File: src/rtl/bist_addr_counter_pkg.sv
// Shared definitions for the RAM BIST address sequencer.
//   state_t : FSM state encoding (IDLE / RUN / DONE)
//   DIR_UP  : ascending sweep, 0 -> MAX
//   DIR_DN  : descending sweep, MAX -> 0
package bist_addr_counter_pkg;

  typedef enum logic [1:0] {
    ST_IDLE = 2'd0,
    ST_RUN  = 2'd1,
    ST_DONE = 2'd2
  } state_t;

  localparam logic DIR_UP = 1'b0;
  localparam logic DIR_DN = 1'b1;

endpackage

File: src/rtl/bist_addr_counter_full_adder.sv
// One-bit full adder cell, chained by the address sequencer into a ripple adder.
//   a, b  : operand bits
//   cin   : carry in from the previous (less significant) cell
//   sum   : sum bit
//   cout  : carry out to the next cell
module full_adder (
  input  logic a,
  input  logic b,
  input  logic cin,
  output logic sum,
  output logic cout
);

  assign sum  = a ^ b ^ cin;
  assign cout = (a & b) | (cin & (a ^ b));

endmodule

File: src/rtl/bist_addr_counter.sv
// RAM BIST address sequencer. Walks 0..2**ADDR_W-1 up or down, one address per
// accepted step. The next address and the terminal condition both come from a
// single ripple chain of full_adder cells.
//   clk    : clock, all state updates on the rising edge
//   reset  : synchronous, active-high
//   start  : begin a sweep (IDLE only); dir sampled with it
//   dir    : 0 = up, 1 = down
//   step   : advance one address (RUN only)
//   abort  : leave RUN without a done pulse; wins over step
//   addr   : registered RAM address
//   busy   : high in RUN
//   last   : high in RUN while addr is the sweep's terminal address
//   done   : one-cycle pulse after the terminal step
//
//   state   | meaning
//   --------+------------------------------------------------
//   ST_IDLE | waiting for start, addr holds its last value
//   ST_RUN  | sweeping, addr advances on each step
//   ST_DONE | single cycle after the terminal step, done=1
module bist_addr_counter
  import bist_addr_counter_pkg::*;
#(
  parameter int ADDR_W = 3
) (
  input  logic              clk,
  input  logic              reset,
  input  logic              start,
  input  logic              dir,
  input  logic              step,
  input  logic              abort,
  output logic [ADDR_W-1:0] addr,
  output logic              busy,
  output logic              last,
  output logic              done
);

  state_t            state, state_next;
  logic [ADDR_W-1:0] addr_next;
  logic              dir_q, dir_next;

  logic [ADDR_W-1:0] op_y;
  logic [ADDR_W-1:0] sum;
  logic [ADDR_W:0]   carry;
  logic              terminal;

  // up: addr + 0 + 1; down: addr + all-ones + 0 == addr - 1
  assign op_y     = {ADDR_W{dir_q}};
  assign carry[0] = ~dir_q;

  for (genvar i = 0; i < ADDR_W; i++) begin : g_ripple
    full_adder u_fa (
      .a    (addr[i]),
      .b    (op_y[i]),
      .cin  (carry[i]),
      .sum  (sum[i]),
      .cout (carry[i+1])
    );
  end

  // Carry-out marks wrap: set when MAX+1 overflows going up, clear only when
  // 0-1 borrows going down.
  assign terminal = (dir_q == DIR_UP) ? carry[ADDR_W] : ~carry[ADDR_W];

  always_comb begin
    state_next = state;
    addr_next  = addr;
    dir_next   = dir_q;
    case (state)
      ST_IDLE: begin
        if (start) begin
          dir_next   = dir;
          addr_next  = {ADDR_W{dir}};
          state_next = ST_RUN;
        end
      end
      ST_RUN: begin
        if (abort) begin
          state_next = ST_IDLE;
        end else if (step) begin
          if (terminal) state_next = ST_DONE;
          else          addr_next  = sum;
        end
      end
      ST_DONE: state_next = ST_IDLE;
      default: state_next = ST_IDLE;
    endcase
  end

  always_ff @(posedge clk) begin
    if (reset) begin
      state <= ST_IDLE;
      addr  <= '0;
      dir_q <= DIR_UP;
    end else begin
      state <= state_next;
      addr  <= addr_next;
      dir_q <= dir_next;
    end
  end

  assign busy = (state == ST_RUN);
  assign done = (state == ST_DONE);
  assign last = busy & terminal;

endmodule

File: config.mk
export PLATFORM = sky130hd
export DESIGN_NAME = bist_addr_counter
export DESIGN_NICKNAME = d
export VERILOG_FILES = /design/src/rtl/bist_addr_counter_pkg.sv /design/src/rtl/bist_addr_counter_full_adder.sv /design/src/rtl/bist_addr_counter.sv
export SDC_FILE = /design/constraint.sdc
export NUM_CORES = 1
export LEC_CHECK = 0
export CAP_MARGIN = 20
export CORE_AREA = 2 2 39 41
export CTS_BUF_LIST = sky130_fd_sc_hd__clkbuf_4
export DETAILED_ROUTE_END_ITERATION = 12
export DIE_AREA = 0 0 41 43
export PLACE_DENSITY_LB_ADDON = 0.05
export SKIP_CTS_REPAIR_TIMING = 1
export SLEW_MARGIN = 20
export SYNTH_ARGS = -nofsm -noshare
export SYNTH_HDL_FRONTEND = slang
export SYNTH_SLANG_ARGS = --single-unit
File: constraint.sdc
create_clock -name clk -period 3.1 [get_ports clk]
set_clock_uncertainty 0.15 [all_clocks]
set_input_delay 0.465 -clock clk [delete_from_list [all_inputs] [get_ports clk]]
set_output_delay 0.465 -clock clk [all_outputs]
set_load 0.02 [all_outputs]
==> reports/metrics.cfg <==
[outcome]
status=finished clean

[sta]
rsz0062_at_grt=no
finalHoldViolations=0
tns_ps=0
setup-violations-final=0
slew_headroom_pct=71.0
max_freq_mhz=340
tightest_slew_ps=432
finalCritPeriodShare_pct=95.0
whs_ps=422
post-route-min-period_ps=2940
drv_slew=0

[finish]
final_area_um2=551
drive_gt1_share_pct=16.1
diodes=0
final_nets=67
multiInputGateArea_um2=246
fillers=153
ff_latch_area_um2=121
area_growth_pct=30.2

[critical_path]
critPathTopFamily=buffers and inverters
endpoint_kind=output port
cp_max_fo=6
slowest_stage=clkdlybuf4s50_1
cpPeakStageDelay_ps=550
cp.arrival_ps=2330
cp.buffers_inverters=3
cp.required_ps=2480
criticalPathCategory=reg2out
path_cells=inv_1 > fa_1 > inv_1 > fa_1 > xnor2_1 > nor2_1 > clkdlybuf4s50_1
startpoint_type=flip-flop

[synth]
yosys_register_bits=6
synth_xor_area_share_pct=4.14
netlist.top_cell.by_area=dfxtp_1
avgSynthCellArea_um2=9.19
yosys.area_share.simple_pct=18.0
synth_top_area_share_pct=28.4
muxShareOfSynthArea_pct=8.28
synth_nets=55
synth_cell_types=23
synthArstFlopShare_pct=0
synth_fa_ha_area_share_pct=12.4
synth_most_common_cell=inv_1
ys_seq_area_share_pct=28.4
synth_area_leaders=dfxtp_1 28%, fa_1 9.5%, inv_1 6.2%
ys.flop_type=dfxtp_1
syn-cell-area_um2=423
synth_cells=46
synth_compound_area_share_pct=15.4
ys_top_cells_by_count=7 x inv_1, 6 x dfxtp_1, 3 x buf_4, 3 x nor2_1
synth_top_family_by_area=simple AND/OR/NAND/NOR gates
synth_edf_count=0
yosysWarnings=0

[placement]
dpl.hpwl_um=681
place_area_um2=527
place.gp.congestion=0.784
portBuffers=11

[routing]
via_per_inst=4.94
via_count=356
wirelength_um=837
wl_per_cell_um=11.6
drt_iter0_drc=1
drt-pass1-iter-count=3
drc=0
antenna_left=0

[clocking]
cts-root-buf=clkbuf_4
path_clk_slew_ps=40
cts_tree=done
clockBufferDepth=2
insertion_delay_ps=240
cts_buffers=3
numClockSinks=6
h-tree-depth=1

[die]
die_y_um=43
num_rows=14
die_w_um=41
dieArea_um2=1760
io_pins=12
initial_utilization_pct=30.6
coreArea_um2=1380

[pwr]
seqPwrFrac_pct=39.2
netSwitchingFraction_pct=29.6
power.leakage_nw=0.222
clkPwrFrac_pct=32.0
p_per_area_nw_per_um2=416
switchingPower_uw=67.8
p_comb_share_pct=28.8
irDropWorstVdd_v=0.000158
p_int_uw=161

[worst_hold_path]
hp-class=reg2reg

[global_route]
grt-ovfl-total=0
grt_max_degree=9
grt_usage_pct=11.8
grt_antenna_before_repair=0
first_global_vias=354
grt_pass1_wl_mm=1.39

[run]
max_cap_violations=0

power by group through the flow:
stage | clock [mW] | sequential [mW] | combinational, mW
after floorplan | 0 | 0.0899 | 0.0472
after global placement | 0 | 0.0908 | 0.0653
after detailed placement | 0 | 0.0912 | 0.0668
after CTS | 0.0768 | 0.0897 | 0.0669
after global routing | 0.0810 | 0.0904 | 0.0734
final | 0.0732 | 0.0898 | 0.0659
routing by layer:
| metal | track usage, % | up-vias | routed length, um |
|---|---|---|---|
| met5 | 0 | - | 0 |
| met4 | 6.00 | 0 | 13 |
| met3 | 4.71 | 2 | 51 |
| met2 | 16.6 | 12 | 405 |
| met1 | 14.9 | 168 | 365 |
| li1 | - | 174 | - |
final timing paths:
kind / startpoint / endpoint / slack (ps) / depth (start not counted)
worst max-delay path: dir_q$_SDFFE_PP0P_ / last / 160 / 7
worst min-delay path: dir_q$_SDFFE_PP0P_ / dir_q$_SDFFE_PP0P_ / 420 / 2
worst max register to register: dir_q$_SDFFE_PP0P_ / addr[1]$_SDFFE_PP0P_ / 760 / 7
worst min register to register: dir_q$_SDFFE_PP0P_ / dir_q$_SDFFE_PP0P_ / 420 / 2
cell families (layout without fill, tap and decap cells):
logic type | after synthesis | after routing
buf+inv | 12 | 22
simple gates | 11 | 11
compound gates | 9 | 9
flops | 6 | 6
fa+ha+maj | 3 | 3
mux | 3 | 3
xor+xnor | 2 | 2
sequential cells by signal, indices dropped and copies added (netlist names):
signal	cells
addr	3
dir_q	1
state	2
through the flow:
| step | util, % | setup slack [ps] | power [mW] | std cells |
|---|---|---|---|---|
| after floorplan | - | 894 | 0.137 | 46 |
| after global placement | 38.1 | 357 | 0.156 | 69 |
| after detailed placement | 38.1 | 352 | 0.158 | 69 |
| after CTS | 39.7 | 68.1 | 0.233 | 72 |
| after global routing | 39.8 | 26.6 | 0.245 | 72 |
| final | 39.8 | 155 | 0.229 | 72 |
layout by cell type (no fill, tap or decap):
master	count
a211oi_1	2
a21oi_1	2
a311oi_1	2
a31o_1	1
a31o_2	1
and3b_1	1
clkbuf_4	3
clkdlybuf4s50_1	11
dfxtp_1	5
dfxtp_2	1
fa_1	2
ha_1	1
inv_1	7
inv_2	1
mux2_4	1
mux2i_1	2
nand2_1	1
nand2b_1	2
nor2_1	3
nor2b_1	1
nor3b_2	2
nor4b_1	1
o21ai_0	1
xnor2_1	2
final cells by class:
type	count	area share (%)
multi-input combinational	28	44.8
sequential	6	22.0
timing repair buffer	11	20.0
inverter	8	5.45
clock buffer	3	4.09
tap	16	3.64
worst reg2reg max path, delay by kind of cell, from the launching register on:
kind                       cells  cell delay [ps]
adders and majority gates      2              570
muxes                          1              310
DFF                            1              350
AOI/OAI and AO/OA              1              310
xor gates and xnor gates       1              380
buffers and inverters          2              160
Power figures use the tool's default switching activity.
